--- config.mk ---
export PLATFORM = sky130hd
export DESIGN_NAME = dmem_access_unit
export DESIGN_NICKNAME = d
export VERILOG_FILES = /design/src/rtl/dmem_access_unit.sv
export SDC_FILE = /design/constraint.sdc
export NUM_CORES = 1
export LEC_CHECK = 0
export ABC_AREA = 1
export BUFFER_PORTS_ARGS = -buffer_cell sky130_fd_sc_hd__buf_2
export CORE_ASPECT_RATIO = 1.1
export CORE_UTILIZATION = 40
export CTS_CLUSTER_DIAMETER = 120
export DETAILED_ROUTE_END_ITERATION = 16
export GPL_TIMING_DRIVEN = 0
export PLACE_DENSITY = 0.75
export SETUP_SLACK_MARGIN = 0.1
export SYNTH_ARGS = -nofsm -noshare
export SYNTH_HDL_FRONTEND = slang
export SYNTH_SLANG_ARGS = --single-unit
--- constraint.sdc ---
create_clock -name CLK -period 3.9 [get_ports CLK]
set_input_delay 0.195 -clock CLK [delete_from_list [all_inputs] [get_ports CLK]]
set_output_delay 0.195 -clock CLK [all_outputs]
set_load 0.01 [all_outputs]
--- src/rtl/dmem_access_unit.sv ---
// Load/store access unit: decodes byte lanes from address and size, runs the
// data-memory bus handshake and traps misaligned accesses without touching the bus.
module dmem_access_unit (
    input  logic        CLK,
    input  logic        nRST,
    input  logic        ren,
    input  logic        wen,
    input  logic [2:0]  load_type,
    input  logic [31:0] addr,
    input  logic [31:0] wdata,
    input  logic        flush,
    output logic        done,
    output logic        misaligned,
    output logic [31:0] dmem_out,
    output logic [3:0]  byte_en,
    output logic        bus_ren,
    output logic        bus_wen,
    output logic [31:0] bus_addr,
    output logic [31:0] bus_wdata,
    output logic [3:0]  bus_byte_en,
    input  logic        bus_busy,
    input  logic [31:0] bus_rdata
);

    typedef enum logic [1:0] {
        ST_IDLE   = 2'd0,
        ST_ACCESS = 2'd1,
        ST_DONE   = 2'd2,
        ST_ERR    = 2'd3
    } state_t;

    // Returns {misaligned, lane_mask}; size 2'b11 has no legal lane pattern.
    function automatic logic [4:0] lane_decode(input logic [1:0] size, input logic [1:0] offset);
        logic [4:0] res;
        case (size)
            2'b00: res = {1'b0, 4'b0001 << offset};
            2'b01: begin
                case (offset)
                    2'b00:   res = 5'b0_0011;
                    2'b10:   res = 5'b0_1100;
                    default: res = 5'b1_0000;
                endcase
            end
            2'b10: res = (offset == 2'b00) ? 5'b0_1111 : 5'b1_0000;
            default: res = 5'b1_0000;
        endcase
        return res;
    endfunction

    function automatic logic [31:0] replicate(input logic [1:0] size, input logic [31:0] data);
        logic [31:0] res;
        case (size)
            2'b00:   res = {4{data[7:0]}};
            2'b01:   res = {2{data[15:0]}};
            default: res = data;
        endcase
        return res;
    endfunction

    state_t      r_state;
    logic        r_squash;
    logic        r_done;
    logic        r_misaligned;
    logic [31:0] r_dmem_out;
    logic [3:0]  r_byte_en;
    logic        r_bus_ren;
    logic        r_bus_wen;
    logic [31:0] r_bus_addr;
    logic [31:0] r_bus_wdata;
    logic [3:0]  r_bus_byte_en;

    logic [4:0]  w_lane;
    logic        w_misaligned;
    logic [3:0]  w_mask;
    logic [31:0] w_wdata_rep;
    logic        w_req;
    logic        w_unused_sign;

    // Lane decode, store replication and request qualification.
    always_comb begin
        w_lane        = lane_decode(load_type[1:0], addr[1:0]);
        w_misaligned  = w_lane[4];
        w_mask        = w_lane[3:0];
        w_wdata_rep   = replicate(load_type[1:0], wdata);
        w_req         = (ren | wen) & ~flush;
        w_unused_sign = load_type[2];
    end

    // Access sequencer; bus side and completion outputs are all registered here.
    always_ff @(posedge CLK) begin
        if (!nRST) begin
            r_state       <= ST_IDLE;
            r_squash      <= 1'b0;
            r_done        <= 1'b0;
            r_misaligned  <= 1'b0;
            r_dmem_out    <= 32'h0000_0000;
            r_byte_en     <= 4'b0000;
            r_bus_ren     <= 1'b0;
            r_bus_wen     <= 1'b0;
            r_bus_addr    <= 32'h0000_0000;
            r_bus_wdata   <= 32'h0000_0000;
            r_bus_byte_en <= 4'b0000;
        end else begin
            r_done       <= 1'b0;
            r_misaligned <= 1'b0;
            case (r_state)
                ST_IDLE: begin
                    if (w_req) begin
                        if (w_misaligned) begin
                            r_state      <= ST_ERR;
                            r_done       <= 1'b1;
                            r_misaligned <= 1'b1;
                            r_byte_en    <= 4'b0000;
                        end else begin
                            // A store wins when both strobes are requested.
                            r_state       <= ST_ACCESS;
                            r_bus_ren     <= ren & ~wen;
                            r_bus_wen     <= wen;
                            r_bus_addr    <= {addr[31:2], 2'b00};
                            r_bus_wdata   <= w_wdata_rep;
                            r_bus_byte_en <= w_mask;
                        end
                    end
                end
                ST_ACCESS: begin
                    if (flush) begin
                        r_squash <= 1'b1;
                    end
                    if (!bus_busy) begin
                        r_state       <= ST_DONE;
                        r_bus_ren     <= 1'b0;
                        r_bus_wen     <= 1'b0;
                        r_bus_byte_en <= 4'b0000;
                        r_byte_en     <= r_bus_byte_en;
                        r_done        <= ~(r_squash | flush);
                        if (r_bus_ren) begin
                            r_dmem_out <= bus_rdata;
                        end
                    end
                end
                ST_DONE: begin
                    r_state  <= ST_IDLE;
                    r_squash <= 1'b0;
                end
                ST_ERR: begin
                    r_state <= ST_IDLE;
                end
                default: begin
                    r_state <= ST_IDLE;
                end
            endcase
        end
    end

    // A flush arriving in the completion cycle still cancels the pulse.
    assign done        = r_done & ~flush;
    assign misaligned  = r_misaligned & ~flush;
    assign dmem_out    = r_dmem_out;
    assign byte_en     = r_byte_en;
    assign bus_ren     = r_bus_ren;
    assign bus_wen     = r_bus_wen;
    assign bus_addr    = r_bus_addr;
    assign bus_wdata   = r_bus_wdata;
    assign bus_byte_en = r_bus_byte_en;

endmodule
## After elaboration in Yosys (flattened, before gate mapping)

Index checks and enable logic that the tools add are counted.

- Multipliers: 0
- Divide/modulo/power cells: 0
- Reduce and logical (&&, ||, !) cells: 13
- Bitwise logic cells: 11
- $lt $le $gt $ge: 0
- Eq/ne operators: 11
- Add/sub/neg operators: 0
- Shift-type cells: 1
- Multiplexer cells: 29

Operator list:

| cell | number |
|---|---|
| case mux 32 bit (2 select lines) | 1 |
| 2-to-1 mux 4 bit | 6 |
| case mux 4 bit (2 select lines) | 2 |
| case mux 5 bit (3 select lines) | 1 |
| != test 2 bit (second input constant) | 5 |
| case mux 5 bit (2 select lines) | 1 |
| 2-to-1 mux 1 bit | 9 |
| == test 2 bit (second input constant) | 4 |
| case mux 1 bit (2 select lines) | 4 |
| AND reduction 4 bit | 2 |
| zero test 2 bit | 3 |
| 2-to-1 mux 2 bit | 3 |
| case mux 2 bit (3 select lines) | 1 |
| AND reduction 2 bit | 3 |
| AND reduction 3 bit | 2 |
| 2-to-1 mux 5 bit | 1 |
| NOT 1 bit | 5 |
| AND 1 bit | 4 |
| == test 2 x 1 -> 1 bit (second input constant) | 2 |
| nonzero test 2 bit | 2 |
| left shift 1 x 2 -> 4 bit (first input constant) | 1 |
| OR 1 bit | 2 |
| OR reduction 2 bit | 1 |

- Word-level logic and storage cells: 76
- Input port bits: 105
- Latch bits: 0
- Output and inout port bits: 108
- RAM bits: 0
- ROM bits: 0
- Memories kept: 0
- Flip-flop bits (word level): 109

## Longest topological paths before layout

- Depth in word-level cells: 6
- Depth in mapped cells: 9
- Mapped depth without buffers: 9

## Worst setup path before layout

Ideal clock, no wire load.

- Path type: flip-flop to flip-flop
- Start point: reg r_state[1]
- End point: reg r_bus_byte_en[1], in the netlist bus_byte_en[1]
- Path slack: 2.653 ns
- Buffers on the path: 0
- Library setup time: 0.113 ns
- Stages on the path, launching flop included: 10
- Required time: 3.787 ns
- Clock period less this slack: 1.247 ns
- Arrival time: 1.135 ns
- Cell sequence: dfxtp_1 inv_2 nand2_2 inv_1 nand2_1 nand2_1 nor2_2 nand2_1 nand2_1 nor2_1

- Word-level cells in the longest chain between the ends: 3
- Elaborated cells between the ends (all ways): 8
- Those cells by class: eq/ne: 4; mux: 1; reduce/logical: 3

Ends and longest elaborated chain:

| what | line | text |
|---|---|---|
| start: declaration | 60 | `state_t r_state;` |
| start signal: assignment | 92 | `r_state <= ST_IDLE;` |
| start signal: assignment | 110 | `r_state <= ST_ERR;` |
| start signal: assignment | 116 | `r_state <= ST_ACCESS;` |
| == test 2 x 1 -> 1 bit / zero test 2 bit (equally long branches) | 106 | `case (r_state)` |
| != test 2 bit (no line) / nonzero test 2 bit (equally long branches) | n/a |  |
| AND reduction 4 bit (no line) | n/a |  |
| end signal: assignment | 121 | `r_bus_byte_en <= w_mask;` |
| end: declaration | 70 | `logic [3:0] r_bus_byte_en;` |

Several ways; a longest one is shown, not always the timed one.
A chain may end at the register's enable or synchronous reset.

## Final worst setup path

- Start point: reg r_state[0]
- End point: reg r_dmem_out[24], in the netlist dmem_out[24]

- Word-level cells in the longest chain between the ends: 2

Ends and longest elaborated chain:

| what | line | text |
|---|---|---|
| == test 2 x 1 -> 1 bit | 106 |  |
| AND reduction 3 bit (no line) | n/a |  |
| end signal: assignment | 137 | `r_dmem_out <= bus_rdata;` |
| end: declaration | 64 | `logic [31:0] r_dmem_out;` |

Every way passes these cells.

==> impl_metrics.ini <==
[outcome]
status = finished, final reports clean

[placement]
hpwl_um = 9210
place_congestion = 0.843
pre_cts_slack_ns = 2.38
place_area_sq_um = 5550
port-buffer-count = 208

[worst_setup_path]
r2r_start = r_state[0]
slowest_delay_ns = 0.41
cp_common_cell = nand2_2
path_max_fanout = 10
r2r_cells = 6
crit_arrival_ns = 1.77
critPathKind = reg2reg
cp-startpoint = r_state[0]
reg2reg_to = dmem_out[24]
path_buf_inv = 1
startpoint_type = flip-flop
crit_path_top_delay_cell = dfxtp_1
worst_path_dominant_cell_family = simple AND/OR/NAND/NOR gates
crit_required_ns = 4.14
end_kind = flip-flop
reg2reg_slack_ns = 2.37
path_cells = nand2_2, nor2_4, nand2_2, clkbuf_1, o21ai_0, nor2_1

[timing]
max_freq_mhz = 655
rsz0062_at_grt = false
fin_ws_ns = 2.37
slew_violations = 0
tns_ns = 0
layout_min_cycle_time_ns = 1.53
finalClockSkew_ns = 0.00780
setup_violations = 0
hold_viol = 0
period_share = 0.392

[finish]
drive_gt1_frac = 0.318
nets = 917
fillCellCount = 1088
diodes = 0
final_area_sq_um = 5850
syn_to_final_growth_pct = 35.2

[cts]
cts_tree = yes
cts_max_level = 3
hold_buffers = 0
clk_pin_slew_worst_paths_ns = 0.08
root_buffer = clkbuf_16
clock_sinks = 109
ctsResizeCount = 0
cts_buffer_depth = 2
cts_setup_buffers = 0
cts_inserted_buffers = 9
clk_latency_ns = 0.35

[grt]
grt-ovfl-total = 0
antenna_found_initial = 0
grt_pass1_vias = 4117
gr-usage-all-layers = 0.220
grt_max_degree = 19
grt_pass1_wl_um = 19500

[yosys]
netlist_instances = 592
synthDistinctLibCells = 26
yosysTopAreaCell = dfxtp_1
async_flop_share = 0
ys_seq_area_frac = 0.504
yosys_warnings = 0
synth_commonest_cells = nor2_1, dfxtp_1, nand2_1, o21ai_1, o21ai_0
netlist.area_leader.share = 0.504
synth.most_common_cell = nor2_1
synth_flop_cell = dfxtp_1
synth_area_leaders = dfxtp_1, nor2_1, nand2_1, o21ai_1, o21ai_0
syn-cell-area_sq_um = 4330
ys_ff_latch = 109
synth.avg_cell_area_sq_um = 7.31
synth_edf_count = 0

[detailed_routing]
drc = 0
viasPerCell = 4.64
ant_nets = 0
routedWlPerCell_um = 12.6
dr_total_vias = 4455
first_pass_iters = 4
wl_um = 12100
drt_iter0_drc = 118

[floorplanning]
dieHeight_um = 111
num_rows = 39
dieArea_sq_um = 11200
die_w_um = 101
core_sq_um = 10400
start_util = 0.414
top_level_ports = 213

[min_path]
worst_hold_path_type = in2reg
worstHoldStart = addr[19]
min_to = bus_addr[19]
min_path_cells = 3

[power_and_ir_drop]
p_per_area_nw_per_um2 = 436
power_leakage_nw = 3.04
ir_worst_vdd_mv = 0.204
power_mw = 2.55

[flow_run]
cap_violations = 0
area by class of cell:
type,instances,area [sq um],area share
inverter,19,71.3,0.0122
timing repair buffer,208,1040,0.178
clock buffer,10,229,0.0391
clock inverter,6,72.6,0.0124
sequential,109,2180,0.373
tap,143,179,0.0306
multi-input combinational,430,1880,0.321
buffer,35,200,0.0342
report_power, final:
part	total, mW	switching, mW	internal, mW
Clock	0.936	0.432	0.505
Sequential	1.22	0.0373	1.18
Combinational	0.397	0.236	0.162
routing by layer:
layer	GRT usage	wire, um	vias up
li1	-	-	2324
met1	0.275	5450	1954
met2	0.368	5630	162
met3	0.0410	821	15
met4	0.0889	212	0
met5	0	0	-
sequential cells by signal, indices dropped and copies added, names as in the netlist, 2 cells and up:
register,count
bus_byte_en,4
bus_addr,30
bus_wdata,32
r_state,2
byte_en,4
dmem_out,32
worst reg2reg max path: cells and delay by family (launching register included):
kind / cells / cell delay, ns
AO/OA/AOI/OAI: 1 / 0.23
buffers and inverters: 1 / 0.22
flip-flops: 1 / 0.41
AND/OR/NAND/NOR: 4 / 0.55
layout by cell type (no fill, tap or decap), types with 2 or more instances in the layout:
| master | Yosys | final |
|---|---|---|
| nor2_1 | 206 | 206 |
| buf_2 | 13 | 221 |
| nor2_4 | 3 | 3 |
| buf_6 | 6 | 6 |
| nand3_1 | 7 | 7 |
| buf_4 | 2 | 2 |
| nand2_4 | 2 | 2 |
| nand2_1 | 82 | 82 |
| inv_2 | 3 | 3 |
| o21ai_1 | 58 | 58 |
| clkinv_4 | 0 | 3 |
| a21oi_1 | 6 | 6 |
| clkbuf_16 | 0 | 9 |
| o211ai_1 | 7 | 7 |
| o21ai_0 | 46 | 46 |
| conb_1 | 1 | 2 |
| inv_1 | 15 | 15 |
| o21bai_1 | 2 | 2 |
| dfxtp_1 | 109 | 109 |
| clkbuf_1 | 13 | 14 |
| nand2_2 | 4 | 4 |
worst max path at each step:
stage	endpoint	slack, ns	cells after the start
after detailed placement	dmem_out[24]	2.38	6
final	dmem_out[24]	2.37	6
after global placement	dmem_out[24]	2.41	6
after global routing	dmem_out[24]	2.17	6
after floorplan	bus_byte_en[1]	2.65	9
after CTS	dmem_out[24]	2.34	6
through the flow:
stage	utilization	hold WS [ns]	instances
after detailed placement	0.532	0.422	944
final	0.561	0.0602	960
after global placement	0.532	0.416	944
after CTS	0.561	0.0531	960
after global routing	0.561	0.0576	960
after floorplan	-	0.330	593
logic make-up after synthesis:
family / Yosys count / synth area share
compound gates: 121 / 0.147
simple gates: 307 / 0.285
buf+inv: 54 / 0.0627
other cells: 1 / 0.000866
flops: 109 / 0.504
(Power assumes the default switching activity.)
